**src/rtl/stepper_pulse_gen.sv**
```systemverilog
// Dual-axis step/direction pulse generator. One signed step-count pair is
// accepted per command. Both axes share one step timebase, and each axis keeps
// a signed cumulative position counter. done pulses when both axes finish.
module stepper_pulse_gen #(
    parameter int HALF_PERIOD = 2500,
    parameter int DIR_SETUP   = 50,
    parameter int POS_W       = 16
) (
    input  logic             clk,
    input  logic             reset,
    input  logic [8:0]       th1_steps,
    input  logic [8:0]       th2_steps,
    input  logic             cmd_valid,
    output logic             cmd_ready,
    input  logic             abort,
    output logic             step1,
    output logic             dir1,
    output logic             step2,
    output logic             dir2,
    output logic             busy,
    output logic             done,
    output logic [POS_W-1:0] pos1,
    output logic [POS_W-1:0] pos2
);

    // One timer serves both the direction setup delay and the step period.
    localparam int TMR_MAX = (DIR_SETUP > 2 * HALF_PERIOD) ? DIR_SETUP : 2 * HALF_PERIOD;
    localparam int TMR_W   = $clog2(TMR_MAX + 1);

    localparam logic [TMR_W-1:0] TMR_ZERO  = {TMR_W{1'b0}};
    localparam logic [TMR_W-1:0] TMR_ONE   = TMR_W'(1'b1);
    localparam logic [TMR_W-1:0] SETUP_END = TMR_W'(DIR_SETUP - 1);
    localparam logic [TMR_W-1:0] HALF_END  = TMR_W'(HALF_PERIOD - 1);
    localparam logic [TMR_W-1:0] PER_END   = TMR_W'(2 * HALF_PERIOD - 1);
    localparam logic [POS_W-1:0] POS_ONE   = POS_W'(1'b1);

    typedef enum logic [1:0] {
        ST_IDLE  = 2'd0,
        ST_SETUP = 2'd1,
        ST_RUN   = 2'd2,
        ST_DONE  = 2'd3
    } state_t;

    // Magnitude of a 9-bit two's complement request; -256 maps to 256.
    function automatic logic [8:0] abs9(input logic [8:0] v);
        abs9 = v[8] ? (~v + 9'd1) : v;
    endfunction

    state_t             state_q;
    logic [TMR_W-1:0]   timer_q;
    logic [8:0]         rem1_q, rem2_q;
    logic               step1_q, step2_q, dir1_q, dir2_q;
    logic               busy_q, done_q, cmd_ready_q;
    logic [POS_W-1:0]   pos1_q, pos2_q;

    logic [8:0]         mag1_d, mag2_d;
    logic               rem1_nz_d, rem2_nz_d;
    logic [8:0]         rem1_dec_d, rem2_dec_d;
    logic [POS_W-1:0]   pos1_nxt_d, pos2_nxt_d;
    logic               mag_zero_d, rem_fin_d;

    // End-of-period values: decremented counts and updated positions for pulsing axes.
    always_comb begin
        mag1_d     = abs9(th1_steps);
        mag2_d     = abs9(th2_steps);
        mag_zero_d = (mag1_d == 9'd0) && (mag2_d == 9'd0);
        rem1_nz_d  = (rem1_q != 9'd0);
        rem2_nz_d  = (rem2_q != 9'd0);
        if (rem1_nz_d) begin
            rem1_dec_d = rem1_q - 9'd1;
            pos1_nxt_d = dir1_q ? (pos1_q - POS_ONE) : (pos1_q + POS_ONE);
        end else begin
            rem1_dec_d = rem1_q;
            pos1_nxt_d = pos1_q;
        end
        if (rem2_nz_d) begin
            rem2_dec_d = rem2_q - 9'd1;
            pos2_nxt_d = dir2_q ? (pos2_q - POS_ONE) : (pos2_q + POS_ONE);
        end else begin
            rem2_dec_d = rem2_q;
            pos2_nxt_d = pos2_q;
        end
        rem_fin_d = (rem1_dec_d == 9'd0) && (rem2_dec_d == 9'd0);
    end

    // Command FSM with all outputs registered alongside the state.
    always_ff @(posedge clk) begin
        if (!reset) begin
            state_q     <= ST_IDLE;
            timer_q     <= TMR_ZERO;
            rem1_q      <= 9'd0;
            rem2_q      <= 9'd0;
            step1_q     <= 1'b0;
            step2_q     <= 1'b0;
            dir1_q      <= 1'b0;
            dir2_q      <= 1'b0;
            busy_q      <= 1'b0;
            done_q      <= 1'b0;
            cmd_ready_q <= 1'b1;
            pos1_q      <= {POS_W{1'b0}};
            pos2_q      <= {POS_W{1'b0}};
        end else begin
            case (state_q)
                ST_IDLE: begin
                    if (cmd_valid) begin
                        dir1_q      <= th1_steps[8];
                        dir2_q      <= th2_steps[8];
                        rem1_q      <= mag1_d;
                        rem2_q      <= mag2_d;
                        timer_q     <= TMR_ZERO;
                        cmd_ready_q <= 1'b0;
                        if (mag_zero_d) begin
                            state_q <= ST_DONE;
                            done_q  <= 1'b1;
                        end else begin
                            state_q <= ST_SETUP;
                            busy_q  <= 1'b1;
                        end
                    end else begin
                        state_q <= ST_IDLE;
                    end
                end
                ST_SETUP: begin
                    if (abort) begin
                        state_q     <= ST_IDLE;
                        busy_q      <= 1'b0;
                        cmd_ready_q <= 1'b1;
                        timer_q     <= TMR_ZERO;
                    end else if (timer_q == SETUP_END) begin
                        // Step outputs rise on the same edge that enters RUN.
                        state_q <= ST_RUN;
                        timer_q <= TMR_ZERO;
                        step1_q <= rem1_nz_d;
                        step2_q <= rem2_nz_d;
                    end else begin
                        timer_q <= timer_q + TMR_ONE;
                    end
                end
                ST_RUN: begin
                    if (abort) begin
                        // A truncated period is never counted in the positions.
                        state_q     <= ST_IDLE;
                        step1_q     <= 1'b0;
                        step2_q     <= 1'b0;
                        busy_q      <= 1'b0;
                        cmd_ready_q <= 1'b1;
                        timer_q     <= TMR_ZERO;
                    end else if (timer_q == PER_END) begin
                        rem1_q  <= rem1_dec_d;
                        rem2_q  <= rem2_dec_d;
                        pos1_q  <= pos1_nxt_d;
                        pos2_q  <= pos2_nxt_d;
                        timer_q <= TMR_ZERO;
                        if (rem_fin_d) begin
                            state_q <= ST_DONE;
                            busy_q  <= 1'b0;
                            done_q  <= 1'b1;
                            step1_q <= 1'b0;
                            step2_q <= 1'b0;
                        end else begin
                            step1_q <= (rem1_dec_d != 9'd0);
                            step2_q <= (rem2_dec_d != 9'd0);
                        end
                    end else if (timer_q == HALF_END) begin
                        step1_q <= 1'b0;
                        step2_q <= 1'b0;
                        timer_q <= timer_q + TMR_ONE;
                    end else begin
                        timer_q <= timer_q + TMR_ONE;
                    end
                end
                ST_DONE: begin
                    state_q     <= ST_IDLE;
                    done_q      <= 1'b0;
                    cmd_ready_q <= 1'b1;
                end
                default: begin
                    state_q     <= ST_IDLE;
                    timer_q     <= TMR_ZERO;
                    step1_q     <= 1'b0;
                    step2_q     <= 1'b0;
                    busy_q      <= 1'b0;
                    done_q      <= 1'b0;
                    cmd_ready_q <= 1'b1;
                end
            endcase
        end
    end

    assign cmd_ready = cmd_ready_q;
    assign step1     = step1_q;
    assign step2     = step2_q;
    assign dir1      = dir1_q;
    assign dir2      = dir2_q;
    assign busy      = busy_q;
    assign done      = done_q;
    assign pos1      = pos1_q;
    assign pos2      = pos2_q;

endmodule

```
**config.mk**
```make
export PLATFORM = sky130hd
export DESIGN_NAME = stepper_pulse_gen
export DESIGN_NICKNAME = d
export VERILOG_FILES = /design/src/rtl/stepper_pulse_gen.sv
export SDC_FILE = /design/constraint.sdc
export NUM_CORES = 1
export LEC_CHECK = 0
export ABC_AREA = 1
export CAP_MARGIN = 10
export CORE_ASPECT_RATIO = 1.75
export CORE_MARGIN = 8
export CORE_UTILIZATION = 32
export CTS_CLUSTER_DIAMETER = 100
export DETAILED_ROUTE_END_ITERATION = 16
export GPL_ROUTABILITY_DRIVEN = 0
export PLACE_DENSITY = 0.54
export SYNTH_ARGS = -nofsm -noshare
export SYNTH_HDL_FRONTEND = slang
export SYNTH_SLANG_ARGS = --single-unit
```
**constraint.sdc**
```tcl
create_clock -name clk -period 6.89 [get_ports clk]
set_input_delay 1.378 -clock clk [delete_from_list [all_inputs] [get_ports clk]]
set_output_delay 1.378 -clock clk [all_outputs]
set_load 0.02 [all_outputs]
```
# Word-level counts from Yosys, hierarchy flattened
# Cells that the tools add are included.
# word_totals
memories	0
wordCells	128
output_inout_bits	39
ramBits	0
inputBits	22
mem_bits_ro	0
latch_bits	0
regBits	72
# classes
reduce_logical	26
multipliers	0
bitwise	3
n_shift	0
n_mux	57
n_div	0
add_sub_neg	9
eq_ne	20
magnitude_cmp	0
# op_table
op	n
2-to-1 mux 9 bit	10
2-to-1 mux 13 bit	5
case mux 13 bit (3 select lines)	1
logical NOT 9 bit	4
case mux 9 bit (2 select lines)	2
nonzero test 9 bit	4
adder 16 x 1 -> 16 bit, second input constant	2
2-to-1 mux 16 bit	2
subtractor 16 x 1 -> 16 bit, second input constant	2
2-to-1 mux 1 bit	24
adder 9 x 1 -> 9 bit, second input constant	2
!= test 2 bit, second input constant	9
NOT 9 bit	2
subtractor 9 x 1 -> 9 bit, second input constant	2
AND reduction 4 bit	4
2-to-1 mux 2 bit	7
adder 13 x 1 -> 13 bit, second input constant	1
== test 13 x 12 -> 1 bit, second input constant	1
== test 13 bit, second input constant	1
== test 13 x 6 -> 1 bit, second input constant	1
AND reduction 6 bit	2
!= test 3 bit, second input constant	3
case mux 1 bit (3 select lines)	3
case mux 2 bit (4 select lines)	1
13 further kinds	20

# Depth between registers and ports, before layout
# Gate-level depths: netlist of run 1.
# logic_depth
ltp_word	8
depth_mapped	17
depth_no_buf	17

# Worst setup path before layout of run 1
# No wires, ideal clock.
# synth_path
kind	input -> register
start	input th1_steps[0]
end	register done_q (netlist: done)
cell_stages	12
required_ps	6775
n_path_buf	0
arrival_ps	2646
setup_time_ps	115
setup_slack_ps	4129
cell_sequence	inv_1 > ha_1 > o21ai_1 > nand2_1 > nor2_1 > nand3_1 > nor3_2 > nand2_1 > a21oi_1 > nand3_1 > nand2_1 > nor2_1
# synth_between
elab_chain_cells	7
# synth_lines
item	line_no	text
start: declaration	11	input logic [8:0] th1_steps,
NOT 9 bit	46	abs9 = v[8] ? (~v + 9'd1) : v;
adder 9 x 1 -> 9 bit	46	
2-to-1 mux 9 bit *	46	
logical NOT 9 bit *	66	mag_zero_d = (mag1_d == 9'd0) && (mag2_d == 9'd0);
logical AND 1 bit *	66	
!= test 2 bit (no source line) *	--	
AND reduction 6 bit (no source line) *	--	
end signal: assignment	98	done_q <= 1'b0;
end signal: assignment	114	done_q <= 1'b1;
end signal: assignment	157	done_q <= 1'b1;
end: declaration	53	logic busy_q, done_q, cmd_ready_q;
# Every way passes the cells marked *; elsewhere a longest branch is shown, timed or not.
# A chain may end at the register's enable or synchronous reset.

# Final worst setup path of run 1
# layout_path
start	register state_q[0]
end	register pos1_q[9] (netlist: pos1[9])
# layout_between
elab_chain_cells	2
# layout_lines
item	line_no	text
start: declaration	49	state_t state_q;
start signal: assignment	89	state_q <= ST_IDLE;
start signal: assignment	113	state_q <= ST_DONE;
start signal: assignment	116	state_q <= ST_SETUP;
== test 2 bit	103	case (state_q)
AND reduction 4 bit (no source line)	--	
end signal: assignment	100	pos1_q <= {POS_W{1'b0}};
end signal: assignment	151	pos1_q <= pos1_nxt_d;
end: declaration	54	logic [POS_W-1:0] pos1_q, pos2_q;
# Every way passes these cells.

==> impl_metrics.toml, run 1 <==
[floorplanning]
floorplan.core_area_um2 = 17460
die_x_um = 116.6
dieArea_um2 = 22380
start_util_pct = 32.44
fp.dieH_um = 192.0
top_level_ports = 61
row_count = 64

[global_routing]
grt_pass1_vias = 5661
grt_pass1_wl_um = 26990
grt_max_degree = 47
antenna_found_initial = 0
grtUsageTotal_pct = 15.15
overflow = 0

[synthesis]
syn_avg_cell_area_um2 = 6.472
synth.distinct_cells = 44
synthArstFlopShare_pct = 0
synthCells = 875
yosys_warnings = 0
synthesis.nets = 938
synth-edff-count = 0
syn_area_um2 = 5663
synth_top_flop_cell = "dfxtp_1"
ys_ff_latch = 72
yosysSeqAreaShare_pct = 25.45

[timing]
clock.fmax_mhz = 290.2
slew_headroom_pct = 30.21
finalMaxSlewViolations = 0
min_period_ns = 3.446
setup_tns_ns = 0
rsz0062_at_grt = "no"
setup_viol = 0
timing.hold.ws_ns = 0.4868
final.setup_skew_ns = 0.01090
worst_pin_slew_ns = 1.046
period_share_pct = 50.01
finalHoldViolCount = 0

[clocking]
h-tree-depth = 3
cts-root-buf = "clkbuf_16"
post_cts_buffers = 0
clockBufferDepth = 2
cts_tree = "built"
clock-sinks = 72
ctsHoldBuffers = 0
numCtsBuffers = 9
worstSkewPairLatency_ns = 0.34
clk_pin_slew_ns = 0.06
cts_resized = 0

[routing]
wl_per_cell_um = 14.10
drc = 0
num_vias = 5645
antenna_left = 0
viasPerCell = 4.862
drtIter0Drc = 239
routed_wl_um = 16370
firstDrtPassIters = 4

[setup_path]
setup.worst_path.start = "state_q[0]$_SDFFE_PN0P_"
cp-end-kind = "flip-flop"
rr_worst_depth = 9
r2r_slack_ns = 3.44
reg2reg_to = "pos1[9]$_SDFFE_PN0P_"
cp_num_cells = 9
path_cells = "inv_1 > ha_1 > inv_1 > nor2_2 > inv_2 > nor2_2 > inv_2 > o21ai_1 > inv_1"
critPathMaxFanout = 29
worst_path_most_repeated_cell = "inv_1"
cp.required_ns = 7.13
path_buf_inv = 5
reg2reg_from = "state_q[0]$_SDFFE_PN0P_"
cp_slowest_cell = "nor2_2"
arrival_ns = 3.68
critical_path_class = "reg2reg"
critPathCapture = "pos1[9]$_SDFFE_PN0P_"
critPathTopFamily = "simple AND/OR/NAND/NOR gates"
max_stage_delay_ns = 0.79
cp-start-kind = "flip-flop"

[layout]
final_common_cell = "nand2_1"
final_cells = 1161
antennaDiodeCount = 0
final_core_util_pct = 38.54
nets = 988
final_cell_mix = "nand2_1 (183), inv_1 (113), nor2_1 (91), a21oi_1 (80), dfxtp_1 (72)"
fillers = 1948
drive_gt1_share_pct = 5.806
multi_input_area_um2 = 3641
regArea_um2 = 1441
flow.area_growth_from_synthesis_pct = 18.80

[min_path]
hold_path.class = "reg2reg"

[power]
ir_worst_vdd_v = 0.0001318
powerDensity_nw_per_um2 = 266.4
p_total_mw = 1.792
p_leak_nw = 3.111

[job]
maxCapViolCount = 0

[run_status]
status = "finished, final reports clean"

[placed_design]
io_buffers = 60
dpl.hpwl_um = 12410
dp.cells = 1145
-- layout make-up --
type | instances | area share, %
clock buffers | 10 | 3.552
clock inverters | 6 | 0.8741
inverters | 120 | 6.695
multi-input cells | 661 | 54.12
flip-flops and latches | 72 | 21.42
well taps | 231 | 4.296
repair buffers | 61 | 9.038
-- worst register-to-register path: stages (launching register included) --
cell	delay, ns
dfxtp_1	0.34
inv_1	0.11
ha_1	0.73
inv_1	0.63
nor2_2	0.28
inv_2	0.10
nor2_2	0.79
inv_2	0.14
o21ai_1	0.19
inv_1	0.05
-- worst min-delay path by stage --
stage                                   startpoint                       end  slack, ns  cells after the start
after floorplan           timer_q[10]$_SDFFE_PN0P_  timer_q[10]$_SDFFE_PN0P_       0.45                      2
after global placement    timer_q[10]$_SDFFE_PN0P_  timer_q[10]$_SDFFE_PN0P_       0.47                      2
after detailed placement  timer_q[10]$_SDFFE_PN0P_  timer_q[10]$_SDFFE_PN0P_       0.48                      2
after CTS                 timer_q[10]$_SDFFE_PN0P_  timer_q[10]$_SDFFE_PN0P_       0.49                      2
after global routing       timer_q[9]$_SDFFE_PN0P_   timer_q[9]$_SDFFE_PN0P_       0.52                      2
final                       rem2_q[8]$_SDFFE_PN0P_    rem2_q[8]$_SDFFE_PN0P_       0.49                      2
-- kinds of logic after synthesis --
| family | Yosys count | share of synthesized area [%] |
|---|---|---|
| simple gates | 396 | 31.44 |
| xor+xnor | 34 | 5.258 |
| buf+inv | 142 | 10.25 |
| compound gates | 190 | 18.27 |
| fa+ha+maj | 41 | 9.324 |
| flops | 72 | 25.45 |
-- through the flow --
stage | cell area, um^2 | worst slack [ns]
floorplan | 5663 | 4.129
global placement | 6430 | 3.285
detailed placement | 6430 | 3.259
CTS | 6728 | 3.417
global route | 6728 | 3.060
finish | 6728 | 3.444
-- flip-flops by register name, summed over array words and instances, names as in the netlist --
register   count
dir2           1
pos1          16
rem2_q         9
state_q        2
step2          1
pos2          16
rem1_q         9
timer_q       13
done           1
busy           1
cmd_ready      1
step1          1
dir1           1
-- cell usage after synthesis (10+ instances only) --
cell / n / area (um^2)
nor2_1: 91 / 341.6
nand3_1: 62 / 310.3
nor3_1: 11 / 55.05
a21oi_1: 80 / 400.4
xor2_1: 23 / 201.4
ha_1: 39 / 488.0
o21ai_0: 66 / 330.3
o21ai_1: 10 / 50.05
inv_1: 113 / 424.2
xnor2_1: 11 / 96.34
nand2_1: 183 / 686.9
dfxtp_1: 72 / 1441
-- report_power, final --
group          internal (mW)  switching (mW)  total [mW]  leakage (nW)
Clock                  0.288           0.189       0.477         0.152
Sequential             0.473          0.0697       0.543         0.586
Combinational          0.267           0.505       0.772          2.37
Total                   1.03           0.764        1.79          3.11
-- layer usage --
layer  track usage [%]  wire, um  up-vias
met2             28.86      8693       87
met4             5.944       276        0
li1                  -         -     2971
met3             2.456       647       15
met1             15.88      6748     2572
met5                 0         0        -
No activity file was read; power rests on OpenSTA's default activity.
==> inputs of run 2 (changes only) <==
==> constraint.sdc (replaced) <==
create_clock -name clk -period 3.2 [get_ports clk]
set_input_delay 0.64 -clock clk [delete_from_list [all_inputs] [get_ports clk]]
set_output_delay 0.64 -clock clk [all_outputs]
set_load 0.02 [all_outputs]
==> impl_metrics.toml, run 2 (synthesized netlist as in run 1, its figures left out) <==
[timing]
rsz0062_at_grt = "no"
setup_viol = 0
final.setup_skew_ns = 0.01098
worst_pin_slew_ns = 0.6417
setup_tns_ns = 0
finalMaxSlewViolations = 0
slew_headroom_pct = 57.16
clock.fmax_mhz = 391.6
finalHoldViolCount = 0
min_period_ns = 2.554
period_share_pct = 79.81

[floorplanning]
floorplan.core_area_um2 = 17460
dieArea_um2 = 22380
top_level_ports = 61
start_util_pct = 32.44
row_count = 64
fp.dieH_um = 192.0
die_x_um = 116.6

[layout]
nets = 1000
antennaDiodeCount = 0
final_cell_mix = "nand2_1 (183), inv_1 (113), nor2_1 (91), a21oi_1 (80), dfxtp_1 (72)"
flow.area_growth_from_synthesis_pct = 20.00
drive_gt1_share_pct = 6.908
final_common_cell = "nand2_1"

[min_path]
min_delay_path_depth = 2
hold_path.class = "reg2reg"

[power]
p_sw_share_pct = 43.34
p_int_mw = 2.147
p_total_mw = 3.789
seqPwrFrac_pct = 30.6
ir_worst_vdd_v = 0.0003062
pwr-share-comb_pct = 44.9
powerDensity_nw_per_um2 = 557.6
p_leak_nw = 3.147
p_clk_share_pct = 24.4
p_sw_mw = 1.642

[clocking]
cts_tree = "built"
clock-sinks = 72
post_cts_buffers = 0
cts_resized = 0
worstSkewPairLatency_ns = 0.34
clk_pin_slew_ns = 0.06
ctsHoldBuffers = 0
cts-root-buf = "clkbuf_16"
h-tree-depth = 3
clockBufferDepth = 2
numCtsBuffers = 9

[routing]
antenna_left = 0
drc = 0
wl_per_cell_um = 13.83
viasPerCell = 4.867
routed_wl_um = 16210
num_vias = 5704
firstDrtPassIters = 5
drtIter0Drc = 207

[global_routing]
met2_usage_pct = 28.81
grtUsageTotal_pct = 15.13
met1_usage_pct = 15.31
grt_use_met3_pct = 2.897
grt_pass1_vias = 5720
grt_max_degree = 37
overflow = 0
antenna_found_initial = 0
grt.busiest_layer = "met2"
grt_pass1_wl_um = 26900

[setup_path]
critPathTopFamily = "buffers and inverters"
cp-end-kind = "output port"
cp_slowest_cell = "dfxtp_1"
rr_worst_depth = 13
critical_path_class = "reg2out"
cp_num_cells = 2
max_stage_delay_ns = 0.73
critPathMaxFanout = 15
path_buf_inv = 2
cp-start-kind = "flip-flop"
arrival_ns = 1.91
path_cells = "buf_4 > clkdlybuf4s50_1"
cp.required_ns = 2.56

[run_status]
status = "finished, final reports clean"

[job]
maxCapViolCount = 0

[placed_design]
io_buffers = 60
dpl.hpwl_um = 12730
-- run 2: changes by cell type in the layout (fill, tap and decap cells not counted) --
cell and delta:
buf_12 +1, buf_4 +11, bufinv_16 -1, clkbuf_8 -1
clkinv_2 -1, clkinv_4 -1, clkinvlp_4 +3
-- run 2: routing by layer --
| metal | vias to the layer above | part of all wire [%] |
|---|---|---|
| li1 | 3001 | - |
| met4 | 0 | 2.9 |
| met5 | - | 0 |
| met2 | 106 | 54 |
| met1 | 2571 | 39 |
| met3 | 26 | 4.3 |
-- run 2: final cells by class --
cell class	instances	area, um^2
well taps	231	289.0
inverters	120	450.4
fillers	1930	10660
repair buffers	73	710.7
multi-input cells	661	3641
clock buffers	9	225.2
flip-flops and latches	72	1441
clock inverters	6	37.54
-- run 2: final timing paths --
path                              endpoint  slack [ns]                      from
setup / recovery                      dir1        0.65         dir1$_SDFFE_PN0P_
setup reg to reg     pos1[12]$_SDFFE_PN0P_        0.66         dir1$_SDFFE_PN0P_
hold / removal    timer_q[10]$_SDFFE_PN0P_        0.48  timer_q[10]$_SDFFE_PN0P_
hold reg to reg   timer_q[10]$_SDFFE_PN0P_        0.48  timer_q[10]$_SDFFE_PN0P_
-- run 2: through the flow --
stage | hold slack, ns | cells | setup slack, ns | area, um^2 | utilization (%)
6_report | 0.4801 | 1172 | 0.6461 | 6795 | 38.93
5_1_grt | 0.4931 | 1172 | 0.3165 | 6795 | 38.93
4_1_cts | 0.4804 | 1172 | 0.5944 | 6795 | 38.93
3_5_place_dp | 0.4703 | 1157 | 0.4327 | 6533 | 37.42
3_3_place_gp | 0.4634 | 1157 | 0.4965 | 6533 | 37.42
2_1_floorplan | 0.4524 | 875 | 0.7895 | 5663 | -
-- run 2: worst reg2reg max path, stage by stage (launching register included) --
cell and delay (ns):
dfxtp_1 0.73, inv_1 0.19, fa_1 0.48, nand3b_1 0.21, a21oi_1 0.16, nor2_1 0.09
inv_1 0.08, nand2_1 0.05, nand2_1 0.09, nand2_1 0.06, nand2_1 0.07, xor2_1 0.06
o21ai_1 0.13, inv_1 0.05
-- run 2: power groups by stage --
stage          registers (mW)  clock network [mW]  logic (mW)
5_1_grt                  1.18               0.994        1.93
6_report                 1.16               0.926        1.70
3_5_place_dp             1.18                   0        1.71
2_1_floorplan            1.17                   0        1.32
3_3_place_gp             1.18                   0        1.72
4_1_cts                  1.16               0.959        1.72
==> inputs of run 3 (changes only) <==
--- a/config.mk
+++ b/config.mk
@@ -13,7 +13,7 @@
 export CTS_CLUSTER_DIAMETER = 100
 export DETAILED_ROUTE_END_ITERATION = 16
 export GPL_ROUTABILITY_DRIVEN = 0
-export PLACE_DENSITY = 0.54
+export PLACE_DENSITY = 0.56
 export SYNTH_ARGS = -nofsm -noshare
 export SYNTH_HDL_FRONTEND = slang
 export SYNTH_SLANG_ARGS = --single-unit
==> constraint.sdc (replaced) <==
create_clock -name clk -period 2.2 [get_ports clk]
set_input_delay 0.44 -clock clk [delete_from_list [all_inputs] [get_ports clk]]
set_output_delay 0.44 -clock clk [all_outputs]
set_load 0.02 [all_outputs]
==> impl_metrics.toml, run 3 (synthesized netlist as in run 1, its figures left out) <==
[power]
p_sw_mw = 2.445
seqPwrFrac_pct = 28.3
pwr-share-comb_pct = 46.5
ir_worst_vdd_v = 0.0004403
powerDensity_nw_per_um2 = 794.4
p_leak_nw = 3.458
p_sw_share_pct = 41.69
p_int_mw = 3.421
p_clk_share_pct = 25.3

[timing]
min_period_ns = 2.021
clock.fmax_mhz = 494.9
period_share_pct = 91.85
fin_ws_ns = 0.1793
finalHoldViolCount = 0
final.setup_skew_ns = 0.01066
slew_headroom_pct = 73.76
finalMaxSlewViolations = 0
rsz0062_at_grt = "no"
worst_pin_slew_ns = 0.3906
setup_viol = 0

[clocking]
clockBufferDepth = 2
cts-root-buf = "clkbuf_16"
numCtsBuffers = 9
clock-sinks = 72
clk_pin_slew_ns = 0.06
post_cts_buffers = 0
h-tree-depth = 3
worstSkewPairLatency_ns = 0.34
cts_tree = "built"

[global_routing]
antenna_found_initial = 0
grtUsageTotal_pct = 15.15
overflow = 0
grt_pass1_vias = 5761
grt_pass1_wl_um = 26840
grt_max_degree = 30

[run_status]
status = "finished, final reports clean"

[routing]
drtIter0Drc = 220
wl_per_cell_um = 13.13
drc = 0
firstDrtPassIters = 4
routed_wl_um = 16090
antenna_left = 0
num_vias = 5823
viasPerCell = 4.753

[floorplanning]
die_x_um = 116.6
top_level_ports = 61
floorplan.core_area_um2 = 17460
row_count = 64
start_util_pct = 32.44
fp.dieH_um = 192.0
dieArea_um2 = 22380

[setup_path]
critPathMaxFanout = 3
critical_path_class = "in2reg"
arrival_ns = 2.25
cp-start-kind = "input pin"
cp-end-kind = "flip-flop"
cp.required_ns = 2.43

[placed_design]
io_buffers = 60
post-place-ws_ns = -0.2954
dpl.hpwl_um = 12710

[layout]
drive_gt1_share_pct = 14.39
final_cell_mix = "nand2_1 (179), inv_1 (110), nor2_1 (87), a21oi_1 (78), dfxtp_1 (69)"
final_common_cell = "nand2_1"
fillers = 1899
nets = 1052
final_core_util_pct = 42.30
antennaDiodeCount = 0
flow.area_growth_from_synthesis_pct = 30.40

[min_path]
hold_path.class = "reg2reg"

[job]
maxCapViolCount = 0
==> run 3: metal layers <==
metal	share of wire (%)	wire [um]	global-route usage, %
met1	40	6464	15.20
met2	54	8744	29.08
met3	3.2	509	2.960
met5	0	0	0
met4	2.3	367	6.439
==> run 3: cell type report <==
type | count | area [um^2] | share of cell area (%)
tap | 231 | 289.0 | 3.914
multi-input combinational | 661 | 3736 | 50.59
timing repair buffer | 125 | 1166 | 15.79
clock inverter | 7 | 72.57 | 0.9827
clock buffer | 9 | 225.2 | 3.050
sequential | 72 | 1445 | 19.57
inverter | 120 | 450.4 | 6.100
==> run 3: final timing paths <==
path | end | from | cells past startpoint | slack (ns)
worst max-delay path | done$_SDFFE_PN0P_ | th2_steps[0] | 15 | 0.18
worst min-delay path | pos1[0]$_SDFFE_PN0P_ | pos1[0]$_SDFFE_PN0P_ | 1 | 0.46
worst max register to register | pos2[15]$_SDFFE_PN0P_ | dir2$_SDFFE_PN0P_ | 10 | 0.20
worst min register to register | pos1[0]$_SDFFE_PN0P_ | pos1[0]$_SDFFE_PN0P_ | 1 | 0.46
==> run 3: per-stage QoR <==
step           area [um^2]  power (mW)  instances  hold slack (ns)  TNS, ns
2_1_floorplan         5665       3.611        875           0.4524        0
3_3_place_gp          6988       4.384       1209           0.4619  -0.6998
3_5_place_dp          6988       4.391       1209           0.4714  -0.8219
4_1_cts               7286       5.928       1225           0.4851        0
5_1_grt               7385       6.352       1225           0.4853        0
6_report              7385       5.866       1225           0.4565        0
==> run 3: critical path, cell delays in order <==
cell	delay [ns]
clkdlybuf4s50_1	0.48
inv_1	0.06
ha_2	0.19
inv_1	0.09
nand3_1	0.10
nand2_1	0.09
nand2_1	0.05
inv_1	0.04
nand3_1	0.10
nor3_4	0.19
nand2_1	0.10
a21oi_2	0.16
nand3_1	0.08
nand2_1	0.06
nor2_1	0.03
==> run 3: power groups by stage <==
stage                     Sequential, mW  Clock (mW)  Combinational, mW
after floorplan                     1.70           0               1.91
after global placement              1.69           0               2.70
after detailed placement            1.68           0               2.71
after CTS                           1.66        1.55               2.72
after global routing                1.69        1.60               3.07
final                               1.66        1.48               2.73
==> run 3: timing repair <==
item / CTS / global route
hold buffers: 0 / 0
gates resized for setup: 0 / 33
setup endpoints to repair: 0 / 9
==> RTL edit: new RTL, settings of run 2 <==
Set the parameter `HALF_PERIOD` to 5000 (it was 2500).
--- a/src/rtl/stepper_pulse_gen.sv
+++ b/src/rtl/stepper_pulse_gen.sv
@@ -4,3 +4,3 @@
 module stepper_pulse_gen #(
-    parameter int HALF_PERIOD = 2500,
+    parameter int HALF_PERIOD = 5000,
     parameter int DIR_SETUP   = 50,
Behaviour: no difference found for any inputs over 10 cycles, from zero or initial values and one cycle with reset low; that may be too few to reach the edited logic, so the function may still have changed.
==> RTL edit against run 2 <==
Synthesized cell count unchanged. Maximum frequency is 3.7% lower. Routed wire length rose by 4.4%. Area after synthesis increased by 0.97%. Sequential cell count rose by 1. Setup slack got worse by 0.099 ns. Total power rose by 8.5%. Cell area up 2.1%. Highest routed layer unchanged.
==> RTL edit: results (changes against run 2) <==
status=completed (unchanged); synth top area cells=dfxtp_1 (26%), nand2_1 (11%), ha_1 (8.5%), inv_1 (8.0%), a21oi_1 (7.1%) (was dfxtp_1 (25%), nand2_1 (12%), ha_1 (8.6%), inv_1 (7.5%), a21oi_1 (7.1%)); area post-placement=0.00662 mm² (was 0.00653 mm²); reg-to-reg startpoint=dir2 (was dir1); wire per inst=14.4 µm (was 13.8 µm); Hold WS=0.479 ns (was 0.480 ns); Reg clk slew, reported paths=0.06 ns (about the same); Synth Area in Adders=0.0923 (was 0.0932); most instantiated cells after synthesis=nand2_1 (174), inv_1 (122), nor2_1 (95) (was nand2_1 (183), inv_1 (113), nor2_1 (91)); Worst Hold End=cmd_ready (was timer_q[10]); Synth async-reset ratio=0 (unchanged); clk_lat worst skew=0.34 ns (about the same); Fin Setup TNS=0 ns (unchanged); measured slew at the worst slew-check pin=0.574 ns (was 0.642 ns); multiplexer area fraction after synthesis=0 (unchanged); hold path depth=2 (unchanged); Detail Placement HPWL=13300 µm (was 12700 µm); pre-CTS setup slack=0.456 ns (was 0.433 ns); maximum vdd drop=0.286 mV (was 0.306 mV); ant diodes=0 (unchanged); Post-CTS Setup Bufs=0 (unchanged); Data arrival, critical path=2.88 ns (was 1.91 ns); synth unique cells=46 (was 44); Hold Crit Class=reg2reg (unchanged); DR iter-0 viols=249 (was 207); Finish-stage setup viols=0 (unchanged); syn_nets=938 (unchanged); Static Leak=3.14 nW (was 3.15 nW); CTS H-tree depth=3 (unchanged); deepest clock path buffer count=2 (unchanged); area of the multi-input gates=0.00367 mm² (was 0.00364 mm²); Fillers=1901 (was 1930); first-pass GRT wire length=27800 µm (was 26900 µm); NumNets Final=1003 (was 1000); HP Start=cmd_ready (was timer_q[10]); Buffers on Ports=60 (unchanged); ys flop type=dfxtp_1 (unchanged); Tot GR Track Use=0.156 (was 0.151); largest net degree at the start of global routing=26 (was 37); crit path max fanout=8 (was 15); Seq/Total Area, Yosys=0.256 (was 0.255); Synth Area in XOR/XNOR=0.0536 (was 0.0526); Post-Layout Cell Count=1176 (was 1172); family with the most delay on the worst path=compound AO/OA/AOI/OAI gates (was buffers and inverters); Compound-Gate Fraction of Synth Area=0.193 (was 0.183); vias in the first global route=5748 (was 5720); critical path's largest stage delay=0.56 ns (was 0.73 ns); CTS-repair resized insts=0 (unchanged); RR Endpoint=pos2[14] (was pos1[12]); final setup skew=0.00901 ns (was 0.0110 ns); layout cell share with drive strength beyond 1=0.0614 (was 0.0691); Synth Warn #=0 (unchanged); via count=5771 (was 5704); critical path's slowest cell=dfxtp_1 (unchanged); Worst R2R Setup Slack=0.55 ns (was 0.66 ns)
## RTL edit: routing by layer
metal | routed length (µm) | vias up | global-route usage
met5 | 0 | - | 0
met3 | 422 | 35 | 0.0207
met1 | 6520 | 2615 | 0.160
li1 | - | 3030 | -
met4 | 550 | 0 | 0.0679
met2 | 9420 | 91 | 0.302
## RTL edit: worst max path at each step
stage,startpoint,to,slack (ns)
final,dir2,pos2[14],0.55
after global routing,dir2,pos2[14],0.30
after CTS,dir2,pos2[14],0.50
after detailed placement,th2_steps[8],done,0.46
after global placement,th2_steps[8],done,0.45
after floorplan,dir1,pos1[12],0.67
## RTL edit: cells by family (layout without fill, tap and decap cells)
kind of cell             count (synthesis)  count (layout)
adder cells (fa/ha/maj)                 41              41
buffers and inverters                  147             217
AND/OR/NAND/NOR                        389             389
AO/OA/AOI/OAI                          190             190
flip-flops                              73              73
XOR/XNOR                                35              35
## RTL edit: cell type report
class,count,area share
tap,231,0.0417
multi-input combinational,655,0.528
inverter,126,0.0682
sequential,73,0.211
clock buffer,12,0.0355
timing repair buffer,75,0.105
clock inverter,4,0.0110
## RTL edit: worst register-to-register path, cell delays in order, from the launching register on
cell      delay (ns)
dfxtp_1         0.56
inv_1           0.15
fa_1            0.48
inv_1           0.07
a21oi_1         0.06
nor2_1          0.09
nor2_1          0.06
o21ai_0         0.47
nand3_1         0.21
nand3_1         0.12
nand3_1         0.07
o221ai_1        0.16
inv_1           0.05
## RTL edit: power by group
part	internal, W	leakage [nW]	switching (W)	total (W)
Combinational	0.000631	2.40	0.00122	0.00185
Sequential	0.00103	0.594	0.000111	0.00114
Clock	0.000707	0.153	0.000408	0.00111
Total	0.00237	3.14	0.00174	0.00411
